--- src/rtl/regfile_arb_pkg.sv ---
// regfile_arb_pkg: shared widths, FSM states and requester ids for the register file write arbiter.
package regfile_arb_pkg;
  localparam int DEF_DATA_W   = 64;
  localparam int DEF_ADDR_W   = 5;
  localparam int DEF_NUM_REGS = 32;
  typedef enum logic {S_INIT, S_RUN} state_e;
  localparam logic REQ_ALU = 1'b0;
  localparam logic REQ_MEM = 1'b1;
endpackage

--- src/rtl/regfile_write_arbiter_rr_arb2.sv ---
// rr_arb2: two-input round-robin grant; on contention the requester not served last wins.
module rr_arb2 import regfile_arb_pkg::*; (
  input  logic       en_i,
  input  logic [1:0] valid_i,
  input  logic       rr_last_i,
  output logic [1:0] gnt_o
);
  assign gnt_o[REQ_ALU] = en_i & valid_i[REQ_ALU] & (~valid_i[REQ_MEM] | rr_last_i);
  assign gnt_o[REQ_MEM] = en_i & valid_i[REQ_MEM] & (~valid_i[REQ_ALU] | ~rr_last_i);
endmodule

--- src/rtl/regfile_write_arbiter.sv ---
// regfile_write_arbiter: zero-fills the register file after reset, then round-robins its write port.
// Define WARB_ZERO_FILTER_EN to acknowledge rd==0 requests without writing x0.
module regfile_write_arbiter import regfile_arb_pkg::*; #(
  parameter int DATA_W   = DEF_DATA_W,
  parameter int ADDR_W   = DEF_ADDR_W,
  parameter int NUM_REGS = DEF_NUM_REGS
) (
  input  logic              clk,
  input  logic              reset,
  input  logic              req0_valid,
  input  logic [ADDR_W-1:0] req0_rd,
  input  logic [DATA_W-1:0] req0_data,
  output logic              req0_ready,
  input  logic              req1_valid,
  input  logic [ADDR_W-1:0] req1_rd,
  input  logic [DATA_W-1:0] req1_data,
  output logic              req1_ready,
  output logic [ADDR_W-1:0] RD,
  output logic [DATA_W-1:0] WriteData,
  output logic              RegWrite,
  output logic              init_done,
  output logic              grant_id
);
  localparam logic [ADDR_W-1:0] LAST = ADDR_W'(NUM_REGS - 1);
  state_e            state_q, state_d;
  logic [ADDR_W-1:0] cnt_q, cnt_d, rd_q, rd_d, win_rd;
  logic [DATA_W-1:0] wd_q, wd_d, win_data;
  logic              we_q, we_d, gid_q, gid_d, rr_q, rr_d;
  logic [1:0]        gnt;
  logic              hs, win, keep;
  rr_arb2 u_arb (
    .en_i     (state_q == S_RUN),
    .valid_i  ({req1_valid, req0_valid}),
    .rr_last_i(rr_q),
    .gnt_o    (gnt)
  );
  assign req0_ready = gnt[REQ_ALU];
  assign req1_ready = gnt[REQ_MEM];
  assign hs         = |gnt;
  assign win        = gnt[REQ_MEM];
  assign win_rd     = win ? req1_rd : req0_rd;
  assign win_data   = win ? req1_data : req0_data;
`ifdef WARB_ZERO_FILTER_EN
  assign keep = |win_rd;
`else
  assign keep = 1'b1;
`endif
  always_comb begin
    state_d = state_q;
    cnt_d   = cnt_q;
    rd_d    = rd_q;
    wd_d    = wd_q;
    we_d    = 1'b0;
    gid_d   = gid_q;
    rr_d    = rr_q;
    if (state_q == S_INIT) begin
      rd_d    = cnt_q;
      wd_d    = '0;
      we_d    = 1'b1;
      cnt_d   = cnt_q + 1'b1;
      state_d = (cnt_q == LAST) ? S_RUN : S_INIT;
    end else if (hs) begin
      // a filtered x0 request still consumes its round-robin turn
      rr_d  = win;
      we_d  = keep;
      rd_d  = keep ? win_rd : rd_q;
      wd_d  = keep ? win_data : wd_q;
      gid_d = keep ? win : gid_q;
    end
  end
  always_ff @(posedge clk or posedge reset) begin
    if (reset) begin
      state_q <= S_INIT;
      cnt_q   <= '0;
      rd_q    <= '0;
      wd_q    <= '0;
      we_q    <= 1'b0;
      gid_q   <= REQ_ALU;
      rr_q    <= REQ_MEM;
    end else begin
      state_q <= state_d;
      cnt_q   <= cnt_d;
      rd_q    <= rd_d;
      wd_q    <= wd_d;
      we_q    <= we_d;
      gid_q   <= gid_d;
      rr_q    <= rr_d;
    end
  end
  assign RD        = rd_q;
  assign WriteData = wd_q;
  assign RegWrite  = we_q;
  assign grant_id  = gid_q;
  assign init_done = state_q == S_RUN;
endmodule
--- config.mk ---
export PLATFORM = sky130hd
export DESIGN_NAME = regfile_write_arbiter
export DESIGN_NICKNAME = d
export VERILOG_FILES = /design/src/rtl/regfile_arb_pkg.sv /design/src/rtl/regfile_write_arbiter_rr_arb2.sv /design/src/rtl/regfile_write_arbiter.sv
export SDC_FILE = /design/constraint.sdc
export NUM_CORES = 1
export LEC_CHECK = 0
export ABC_AREA = 0
export CORE_ASPECT_RATIO = 1.2
export CORE_MARGIN = 3
export CORE_UTILIZATION = 40
export CTS_BUF_LIST = sky130_fd_sc_hd__clkbuf_16
export DETAILED_ROUTE_END_ITERATION = 10
export GPL_TIMING_DRIVEN = 0
export PLACE_DENSITY = 0.82
export SETUP_SLACK_MARGIN = 0.05
export SKIP_CTS_REPAIR_TIMING = 1
export SLEW_MARGIN = 30
export SYNTH_ARGS = -nofsm -noshare
export SYNTH_HDL_FRONTEND = slang
export SYNTH_SLANG_ARGS = --single-unit
--- constraint.sdc ---
create_clock -name clk -period 3 [get_ports clk]
set_clock_uncertainty 0.1 [all_clocks]
set_input_delay 0.6 -clock clk [delete_from_list [all_inputs] [get_ports clk]]
set_output_delay 0.6 -clock clk [all_outputs]
set_load 0.01 [all_outputs]
# == Word-level counts from Yosys, hierarchy flattened ==
# Cells that the tools add are included.
# classes
eq_ne,2
reduce_logical,2
mux,10
addsub,1
n_bitwise,9
# ops
op,count
64-bit two-way mux,3
5-bit two-way mux,3
"5-bit by 1-bit adder with 5-bit output, second input constant",1
"5-bit equality test, second input constant",1
1-bit AND,4
1-bit two-way mux,4
1-bit inverter,3
"2-bit by 1-bit inequality test with 1-bit output, second input constant",1
1-bit OR,2
2-bit AND reduction,1
2-bit OR reduction,1
# word_totals
in_bits,142
wordCells,31
register_bits,78
out_inout_bits,74

# == Depth between registers and ports, before layout ==
# logic_depth
word_depth,6
mapped_depth,6
mapped_depth_nobuf,4

# == Hierarchy ==
# A second synthesis with hierarchy kept.
# unflattened
hier_cells,350
hier_area_um2,4045.1
# modules_own_cells
mod,area_each_um2,seq_area_each_um2,n_inst,cells_per_inst
regfile_write_arbiter,4023.9,1953.1,1,345
rr_arb2,21.3,0.0,1,5

# == Worst setup path after synthesis ==
# Ideal clock, no wire load.
# synth_timing
kind,in2out
start,input port req0_valid
end,output port req0_ready
arrival_time_ns,1.245
n_path_buf,2
cell_stages,3
required_ns,2.300
setup_slack_ns,1.055
path_cell_list,buf_2 clkbuf_1 o211a_1
# synth_via
elab_chain_len,2
# synth_rtl
item,line,text
start: declaration,regfile_write_arbiter.sv:10,"input logic req0_valid,"
1-bit AND (2 in a row),regfile_write_arbiter_rr_arb2.sv:8,assign gnt_o[REQ_ALU] = en_i & valid_i[REQ_ALU] & (~valid_i[REQ_MEM] | rr_last_i);
end: declaration,regfile_write_arbiter.sv:13,"output logic req0_ready,"
# Every way passes these cells.

# == Final worst setup path ==
# Ends and elaborated chain as after synthesis.

==> reports/metrics.csv <==
stage,metric,value,unit
finish,ant diodes,0,
worst_setup_path,R2R cell count,6,
pwr,Comb pwr share,25.7,%
worst_setup_path,critical path peak fanout,10,
worst_setup_path,kind of critical path,in2out,
worst_setup_path,crit path DAT,2200,ps
grt,pin count of the biggest net entering global routing,44,
worst_setup_path,crit start category,input port,
pwr,clock share of power,34.5,%
grt,first-pass GRT wire length,22.3,mm
synth,Post-Syn Instances,431,
sta,fin. max-slew vios,0,
clocking,htree depth,3,
synth,"FFs w/ async S/R, synth",100,%
synth,Seq cells post-synth,78,
sta,Finish-stage setup viols,0,
placement,placed cell area,6370,sq um
finish,Filler cells,765,
min_path,Hold Path Class,reg2reg,
pwr,P per Cell Area,460,nW/um^2
placement,GPL Wtd Cong,0.843,
grt,antenna violations before repair,0,
worst_setup_path,crit end category,output port,
sta,Final TNS setup,0,ps
synth,Main synth FF type,dfrtp_1,
pwr,Max IR drop VDD,0.000353,V
sta,Final Hold Vio Count,0,
sta,worst setup margin,101,ps
clocking,CTS tree,done,
clocking,clk buf depth,2,
route,final WL,14.3,mm
finish,register area,1950,sq um
pwr,Leakage,0.00282,uW
sta,RSZ-0062 raised after global routing,no,
synth,post-synthesis sequential area ratio,48.3,%
worst_setup_path,WP data required,2300,ps
route,First-pass DRT Iterations,4,
finish,Post-Layout Inst Area,6710,sq um
synth,net count after synthesis,575,
outcome,status,"complete, no violations",
synth,Post-synth EDFFs,0,
route,drt drc,0,
synth,Synth Area per Inst,9.38,sq um
route,post-route ant nets,0,
sta,Slew HR,68.0,%
clocking,clock tree sinks,78,
die,row count,39,
finish,area grow syn2layout,66.0,%
die,Initial Utilization,41.6,%
route,Via density,5.45,
route,initial DRC count,306,
finish,area of the multi-input gates,1590,sq um
synth,Synth warnings,0,
die,IO Pins,216,
clocking,CTS Buf Count,9,
die,DIE AREA,11400,sq um
route,WL/cell,18.2,microns
clocking,Clock Latency Late Sink,330,ps
grt,Overflow after GRT,0,
pwr,"Power, Total",3090,uW
sta,Tcrit/Tclk final,96.6,%
pwr,Pint,2260,uW
clocking,Clock transition at path regs,60,ps
placement,dpl hpwl,10.7,mm
finish,fin nets,804,
pwr,Seq pwr share,39.8,%
sta,post-layout minimum cycle time,2900,ps
synth,synthesized area,4040,sq um
die,Core Area,9710,sq um
grt,Global Route Usage Sum,24.7,%
pwr,Switching Fraction,27.0,%
synth,"Distinct cells, synth",25,
pwr,switching power,834,uW
clocking,Root Buffer,clkbuf_16,
placement,post-place setup slack,-211,ps
sta,Fmax achieved,345,MHz
die,Die X,97.8,microns
route,vias post-DR,4292,
finish,share of cells above drive strength 1,9.17,%
run,Max-cap violations,0,
min_path,Hold Crit Depth,2,
die,Die H,116,microns
grt,vias in the first global route,4399,
sta,Slew @ Worst Pin,479,ps
placement,port buffer count,215,
==> power by group through the flow <==
stage | clock network [uW] | registers [uW] | logic (uW)
6_report | 1070 | 1230 | 795
3_3_place_gp | 0 | 1240 | 770
5_1_grt | 1120 | 1240 | 855
3_5_place_dp | 0 | 1240 | 788
4_1_cts | 1080 | 1230 | 792
2_1_floorplan | 0 | 1290 | 237
==> critical path, cell delays in order <==
cell and delay [ps]:
clkdlybuf4s50_1 530, buf_6 180, buf_4 180, o211a_1 150, clkdlybuf4s50_1 560
==> routing by layer <==
layer | routed length [microns] | global-route usage (%) | vias up
met4 | 408 | 10.3 | 0
met5 | 0 | 0 | -
li1 | - | - | 2022
met2 | 7230 | 41.8 | 209
met1 | 5780 | 31.1 | 2034
met3 | 923 | 4.84 | 27
==> state kept, by name (all words and copies together), names as in the netlist <==
register / cells
RegWrite: 1
init_done: 1
cnt_q: 5
grant_id: 1
WriteData: 64
RD: 5
rr_q: 1
==> placed cells by master (no fill, tap or decap), drive strengths merged, types with 2 or more instances in the layout <==
cell / synthesis / routed
a31oi: 5 / 5
buf: 39 / 42
clkbuf: 8 / 17
clkdlybuf4s50: 0 / 214
clkinv: 0 / 2
clkinvlp: 0 / 3
dfrtp: 77 / 77
ha: 2 / 2
inv: 73 / 74
mux2: 2 / 2
nand2: 69 / 69
nand3: 2 / 2
nor2b: 5 / 5
o2111ai: 69 / 69
o211ai: 69 / 69
xnor2: 3 / 3
==> Yosys cell counts, drive strengths merged (2+ instances only) <==
cell type / count / area [sq um]
dfrtp: 77 / 1930
inv: 73 / 274
nand2: 69 / 259
o2111ai: 69 / 604
o211ai: 69 / 518
buf: 39 / 203
clkbuf: 8 / 30.0
a31oi: 5 / 31.3
nor2b: 5 / 31.3
xnor2: 3 / 26.3
ha: 2 / 25.0
mux2: 2 / 22.5
nand3: 2 / 15.0
==> cell type report <==
class,count,area share [%]
multi-input combinational,233,23.7
buffer,47,3.77
tap,123,2.29
timing repair buffer,218,32.6
inverter,73,4.16
clock buffer,9,3.36
sequential,78,29.1
clock inverter,7,0.988
==> per-stage QoR <==
step                      std cells  utilization [%]  hold slack (ps)
after global routing            788             69.1              422
after CTS                       786             68.6              387
after detailed placement        770             65.6              363
after global placement          769             65.4              361
after floorplan                 431                -              351
final                           788             69.1              380
==> path summary, 6_finish.rpt <==
path | slack [ps] | endpoint | start
hold reg to reg | 380 | grant_id | grant_id
max in group asynchronous | 1610 | rr_q | reset
min in group asynchronous | 540 | WriteData[37] | reset
setup reg to reg | 1280 | WriteData[51] | rr_q
hold / removal | 380 | grant_id | grant_id
setup / recovery | 100 | req0_ready | req0_valid
==> kinds of logic after synthesis <==
group                    after synthesis  share of synthesized area, %
adder cells (fa/ha/maj)                2                         0.619
buffers and inverters                120                          12.5
multiplexers                           2                         0.557
XOR/XNOR                               3                         0.650
AND/OR/NAND/NOR                       81                          8.42
AO/OA/AOI/OAI                        145                          28.9
flip-flops                            78                          48.3
Power figures use the tool's default switching activity.
